File: config.mk
export PLATFORM = sky130hd
export DESIGN_NAME = request_unit_mc
export DESIGN_NICKNAME = d
export VERILOG_FILES = /design/src/rtl/cpu_types_pkg.sv /design/src/rtl/request_unit_mc_rr_arbiter.sv /design/src/rtl/request_unit_mc.sv
export SDC_FILE = /design/constraint.sdc
export NUM_CORES = 1
export LEC_CHECK = 0
export ABC_AREA = 0
export BUFFER_PORTS_ARGS = -buffer_cell sky130_fd_sc_hd__buf_4
export CAP_MARGIN = 5
export CELL_PAD_IN_SITES_DETAIL_PLACEMENT = 0
export CELL_PAD_IN_SITES_GLOBAL_PLACEMENT = 1
export CORE_AREA = 5 5 46 48
export DETAILED_ROUTE_END_ITERATION = 6
export DIE_AREA = 0 0 51 53
export PLACE_DENSITY = 0.81
export SLEW_MARGIN = 25
export SYNTH_ARGS = -nofsm -noshare
export SYNTH_HDL_FRONTEND = slang
export SYNTH_SLANG_ARGS = --single-unit
File: constraint.sdc
create_clock -name CLK -period 1.7 [get_ports CLK]
set_input_delay 0.34 -clock CLK [delete_from_list [all_inputs] [get_ports CLK]]
set_output_delay 0.34 -clock CLK [all_outputs]
set_load 0.02 [all_outputs]
File: src/rtl/cpu_types_pkg.sv
// Shared CPU types: request-unit FSM state and index-width helper.
package cpu_types_pkg;

    typedef enum logic [1:0] {
        IDLE   = 2'd0,
        BUSY   = 2'd1,
        HALTED = 2'd2
    } ru_state_t;

    // Width of an index into n channels (at least one bit).
    function automatic int unsigned ru_idx_w(input int unsigned n);
        return (n > 1) ? $clog2(n) : 1;
    endfunction

endpackage

File: src/rtl/request_unit_mc_rr_arbiter.sv
// Combinational round-robin arbiter: first requester after `last` wins.
module rr_arbiter
    import cpu_types_pkg::*;
#(
    parameter int unsigned NCH = 2
) (
    input  logic [NCH-1:0]              req,
    input  logic [ru_idx_w(NCH)-1:0]    last,
    output logic [NCH-1:0]              gnt
);
    localparam int unsigned IW = ru_idx_w(NCH);

    logic [IW-1:0] idx;
    logic          found;

    // Scan channels last+1 .. last+NCH (mod NCH), granting the first requester.
    always_comb begin
        gnt   = '0;
        found = 1'b0;
        idx   = '0;
        for (int unsigned k = 1; k <= NCH; k++) begin
            idx = IW'((32'(last) + k) % NCH);
            if (!found && req[idx]) begin
                gnt[idx] = 1'b1;
                found    = 1'b1;
            end
        end
    end

endmodule

File: src/rtl/request_unit_mc.sv
// Multi-channel request unit: serialises NCH data requesters onto one dmem
// port (round-robin) and stalls fetch while data traffic is outstanding.
// Optional access timeout: define REQUEST_UNIT_TIMEOUT_EN.
module request_unit_mc
    import cpu_types_pkg::*;
#(
    parameter int unsigned NCH       = 2,
    parameter int unsigned TMO_W     = 8,
    parameter int unsigned TMO_LIMIT = 255
) (
    input  logic           CLK,
    input  logic           RST,
    input  logic           iREN,
    input  logic           ihit,
    input  logic [NCH-1:0] dREN,
    input  logic [NCH-1:0] dWEN,
    input  logic           dhit,
    input  logic           halt,
    output logic           imemREN,
    output logic           dmemREN,
    output logic           dmemWEN,
    output logic [NCH-1:0] dgrant,
    output logic           pc_wait,
    output logic           dtimeout
);
    localparam int unsigned IW = ru_idx_w(NCH);

    if (NCH < 1 || NCH > 8 || TMO_LIMIT >= (64'd1 << TMO_W)) begin : g_cfg_bad
        $error("request_unit_mc: NCH out of 1..8 or TMO_LIMIT does not fit in TMO_W bits");
    end

    ru_state_t      state_q, state_d;
    logic [NCH-1:0] pend_r_q, pend_r_d;
    logic [NCH-1:0] pend_w_q, pend_w_d;
    logic [NCH-1:0] gnt_q, gnt_d;
    logic [IW-1:0]  last_q, last_d;
    logic           halt_q, halt_d;

    logic           busy;
    logic           tmo_hit;
    logic           access_done;
    logic [NCH-1:0] arb_req;
    logic [NCH-1:0] arb_gnt;
    logic [IW-1:0]  gnt_idx;

    assign busy        = (state_q == BUSY);
    assign access_done = busy && (dhit || tmo_hit);

    // Pending flags: clear the finished channel first, then accept new sets,
    // so a same-cycle re-request on the granted channel stays pending.
    always_comb begin
        pend_r_d = pend_r_q;
        pend_w_d = pend_w_q;
        if (access_done) begin
            pend_r_d = pend_r_d & ~gnt_q;
            pend_w_d = pend_w_d & ~gnt_q;
        end
        if (ihit && state_q != HALTED) begin
            pend_w_d = pend_w_d | dWEN;
            pend_r_d = pend_r_d | (dREN & ~dWEN);
        end
    end

    // Arbitrate on the post-update flags so a request latched this cycle is
    // granted on the next one.
    assign arb_req = pend_r_d | pend_w_d;

    rr_arbiter #(.NCH(NCH)) u_arb (
        .req  (arb_req),
        .last (last_q),
        .gnt  (arb_gnt)
    );

    // Binary index of the current one-hot grant.
    always_comb begin
        gnt_idx = '0;
        for (int unsigned i = 0; i < NCH; i++) begin
            if (gnt_q[i]) gnt_idx = IW'(i);
        end
    end

    // Control FSM: grant from IDLE, release on completion, halt once drained.
    always_comb begin
        state_d = state_q;
        gnt_d   = gnt_q;
        last_d  = last_q;
        halt_d  = halt_q | halt;
        case (state_q)
            IDLE: begin
                if (|arb_req) begin
                    state_d = BUSY;
                    gnt_d   = arb_gnt;
                end else if (halt_q) begin
                    state_d = HALTED;
                end
            end
            BUSY: begin
                if (access_done) begin
                    state_d = IDLE;
                    last_d  = gnt_idx;
                end
            end
            HALTED:  state_d = HALTED;
            default: state_d = IDLE;
        endcase
    end

    // State registers.
    always_ff @(posedge CLK or posedge RST) begin
        if (RST) begin
            state_q  <= IDLE;
            pend_r_q <= '0;
            pend_w_q <= '0;
            gnt_q    <= '0;
            last_q   <= IW'(NCH - 1);
            halt_q   <= 1'b0;
        end else begin
            state_q  <= state_d;
            pend_r_q <= pend_r_d;
            pend_w_q <= pend_w_d;
            gnt_q    <= gnt_d;
            last_q   <= last_d;
            halt_q   <= halt_d;
        end
    end

`ifdef REQUEST_UNIT_TIMEOUT_EN
    logic [TMO_W-1:0] tmo_q, tmo_d;

    assign tmo_hit  = busy && !dhit && (tmo_q == TMO_W'(TMO_LIMIT));
    assign dtimeout = tmo_hit;

    // Timeout counter: zero on BUSY entry, count BUSY cycles without dhit.
    always_comb begin
        tmo_d = tmo_q;
        if (state_q == IDLE && state_d == BUSY) begin
            tmo_d = '0;
        end else if (busy && !dhit) begin
            tmo_d = tmo_q + 1'b1;
        end
    end

    // Timeout counter register.
    always_ff @(posedge CLK or posedge RST) begin
        if (RST) tmo_q <= '0;
        else     tmo_q <= tmo_d;
    end
`else
    assign tmo_hit  = 1'b0;
    assign dtimeout = 1'b0;
`endif

    assign dgrant  = busy ? gnt_q : '0;
    assign dmemREN = busy && |(pend_r_q & gnt_q);
    assign dmemWEN = busy && |(pend_w_q & gnt_q);
    assign pc_wait = |(pend_r_q | pend_w_q) || busy || halt_q;
    assign imemREN = iREN && !pc_wait && (state_q != HALTED);

endmodule

==> impl_metrics.csv <==
group,metric,value,unit
route,first_iter_violations,14,
worst_setup_path,critical-path-max-stage-delay,0.51,ns
final_layout,insertedDiodeCount,0,
floorplanning,design.die.area,2703,um^2
cts,worst_setup_hold_path_clk_slew,0.07,ns
final_layout,area_growth,39.28,%
worst_setup_path,timing.critical_path.arrival,1.62,ns
floorplanning,die_y,53,um
global_routing,grt_antenna_before_repair,0,
synth,synth.top_cell.area_share,40.63,%
cts,numClockSinks,10,
placed_design,last_weighted_congestion_value_of_the_routability_driven_placer,0.7652,
cts,clock_tree.buffer_depth,2,
power,total_leakage_power,0.3548,nW
floorplanning,rows,15,
timing,fin_crit_sh,115.3,%
route,viasPerCell,5.415,
worst_setup_path,worstSetupStartpointType,"flip-flop",
floorplanning,start_util,33.18,%
synth,post_synth_num_cell_types,27,
final_layout,drive_above_1_share,42.86,%
synth,post-synth-top-area-cell,"sky130_fd_sc_hd__dfrtp_1",
worst_setup_path,crit_end,"imemREN",
route,drtPass1Iterations,4,
synth,synth.yosys.seq_area_share,45.37,%
synth,combined_area_of_all_synthesized_cells,554.3,um^2
cts,cts_tree,"built",
cts,clock_latency,0.27,ns
timing,fin_skew,0.003497,ns
cts,holdBufCountCts,0,
synth,synth_common_cells,"9 x sky130_fd_sc_hd__dfrtp_1, 5 x sky130_fd_sc_hd__nand2_1, 4 x sky130_fd_sc_hd__a22o_1, 4 x sky130_fd_sc_hd__inv_1",
global_routing,grt_first_pass_wirelength,2263,um
synth,proportion_of_register_bits_with_asynchronous_set_or_reset_after_synthesis,100.0,%
worst_setup_path,worst_ep_required_time,1.36,ns
cts,cts_root_buf,"sky130_fd_sc_hd__clkbuf_4",
synth,most_area_consuming_cells_after_synthesis,"sky130_fd_sc_hd__dfrtp_1 41%, sky130_fd_sc_hd__a22o_1 6.3%, sky130_fd_sc_hd__a32o_1 5.4%",
route,detail_route.wirelength,1313,um
placed_design,hpwl,1071,um
floorplanning,fp.coreArea,1670,um^2
placed_design,numPortBuffers,15,
worst_setup_path,reg2reg_depth,5,
timing,setup_ws,-0.2595,ns
worst_setup_path,worstReg2RegStart,"state_q[1]",
timing,final.min_clock_period,1.959,ns
cts,cts_post_setup_buffers_inserted,0,
worst_setup_path,critical-path-top-delay-family,"simple AND/OR/NAND/NOR gates",
route,detail_route.wl_per_cell,13.97,um
route,antenna_left,0,
global_routing,overall_overflow_remaining_after_global_route,0,
worst_setup_path,worstReg2RegEnd,"gnt_q[0]",
placed_design,placement.setup.worst_slack,0.02201,ns
global_routing,groute.usage.overall,11.72,%
status,run_status,"finished with violations",
synth,postSynthCellCount,54,
synth,yosysMostFrequentCell,"sky130_fd_sc_hd__dfrtp_1",
floorplanning,fp.dieW,51,um
cts,cts_buffers,3,
cts,cts_max_level,1,
synth,synth_seq_cells,10,
final_layout,final-instance-count-excl-fill,94,
synth,yosysWarnings,0,
timing,report.final.slew_viol_count,0,
worst_setup_path,worstPathCellList,"or2_1, or4_4, nor2_4, buf_6",
final_layout,finalNetCount,88,
power,pwr_density_cell,1525,nW/um^2
floorplanning,io_pins,17,
global_routing,vias_in_the_first_global_route,546,
worst_setup_path,path_depth,4,
status,failing_checks,"negative setup slack",
synth,synth_area_per_cell,10.26,um^2
worst_setup_path,r2r_slack,0.21,ns
power,ir_drop,0.7087,mV
worst_setup_path,critical_path.startpoint,"pend_w_q[1]",
timing,grt_setup_unrepaired,"true",
route,drt_drc,0,
placed_design,place.detailed.instances,90,
synth,yosys_most_used_dff,"sky130_fd_sc_hd__dfrtp_1",
timing,finalHoldViolCount,0,
synth,synth_edf_count,0,
flow_run,cap_viol_max_count,0,
worst_setup_path,crit_path_max_fanout,2,
synth,synth_nets,64,
global_routing,grt_start_max_net_pins,11,
worst_setup_path,timing.critical_path.slowest_stage_cell,"sky130_fd_sc_hd__or4_4",
worst_setup_path,timing.critical_path.buf_inv,1,
route,dr_total_vias,509,
worst_setup_path,crit_path_end_kind,"output pin",
timing,final-setup-viol-count,2,
min_path,timing.hold.worst.class,"in2async",
timing,timing.fmax,510.3,MHz
worst_setup_path,setup.worst_path.class,"reg2out",
[worst register-to-register path: stages (launching register included)]
cell                       delay (ns)
sky130_fd_sc_hd__dfrtp_1         0.41
sky130_fd_sc_hd__buf_4           0.17
sky130_fd_sc_hd__nand4b_1        0.28
sky130_fd_sc_hd__a32o_1          0.29
sky130_fd_sc_hd__o211ai_1        0.12
sky130_fd_sc_hd__o21ai_1         0.10
[cell type report]
| cell class | count | area [um^2] |
|---|---|---|
| Sequential cell | 10 | 251.5 |
| Multi-Input combinational cell | 38 | 279.0 |
| Fill cell | 154 | 898.4 |
| Timing Repair Buffer | 21 | 168.9 |
| Clock buffer | 4 | 36.28 |
| Inverter | 4 | 15.01 |
| Tap cell | 17 | 21.27 |
[cell usage in the layout, fill, tap and decap left out, types with 3 or more instances in the layout]
cell	count
sky130_fd_sc_hd__inv_1	4
sky130_fd_sc_hd__a32o_1	3
sky130_fd_sc_hd__a22o_1	4
sky130_fd_sc_hd__nand2_1	5
sky130_fd_sc_hd__dfrtp_1	9
sky130_fd_sc_hd__clkbuf_4	3
sky130_fd_sc_hd__buf_4	18
sky130_fd_sc_hd__or2_1	3
sky130_fd_sc_hd__buf_6	3
[state kept, by name, indices dropped and copies added, names as in the netlist]
name / cells
halt_q: 1
pend_w_q: 2
last_q: 1
gnt_q: 2
pend_r_q: 2
state_q: 2
[metal layers]
metal / track usage (%) / part of all wire [%] / vias up
met1: 10.73 / 39 / 249
met4: 10.31 / 3.5 / 0
met2: 21.67 / 52 / 16
met3: 2.535 / 5.4 / 5
li1: - / - / 239
met5: 0 / 0 / -
[through the flow]
stage	total power, mW	util (%)	instance area, um^2	hold slack (ns)	TNS, ns
final	1.178	46.22	772.0	0.04523	-0.4850
after global routing	1.262	46.22	772.0	0.07672	-0.5912
after CTS	1.152	45.62	762.0	0.05455	-0.5029
after detailed placement	0.9214	43.07	719.4	0.3487	0
after global placement	0.9084	43.07	719.4	0.3441	0
after floorplan	0.7029	-	559.3	0.1795	0
[kinds of logic (layout without fill, tap and decap cells)]
| logic type | Yosys count | count (layout) | share of synthesized area [%] |
|---|---|---|---|
| flip-flops | 10 | 10 | 45.37 |
| other | 1 | 1 | 0.6766 |
| buffers and inverters | 6 | 29 | 6.094 |
| AND/OR/NAND/NOR | 22 | 22 | 24.61 |
| AO/OA/AOI/OAI | 15 | 15 | 23.25 |
[how the worst min path moves through the flow]
stage | from | to | cells past startpoint | slack, ns
after floorplan | RST | gnt_q[0] | 1 | 0.18
after global placement | RST | pend_w_q[0] | 2 | 0.34
after detailed placement | RST | pend_w_q[0] | 2 | 0.35
after CTS | RST | pend_w_q[0] | 2 | 0.05
after global routing | RST | state_q[1] | 2 | 0.08
final | RST | pend_w_q[0] | 2 | 0.05
[power breakdown]
part | switching, mW | total [mW] | internal, mW
Clock | 0.0870 | 0.217 | 0.130
Combinational | 0.274 | 0.579 | 0.305
Sequential | 0.0505 | 0.381 | 0.331
Total | 0.412 | 1.18 | 0.766
[repair_timing]
item / 4_1_cts / 5_1_grt
gates resized for setup: 2 / 3
endpoints found under the setup margin: 4 / 4
pin swaps: 0 / 3
Note: power is estimated with default switching activity, not from simulation.
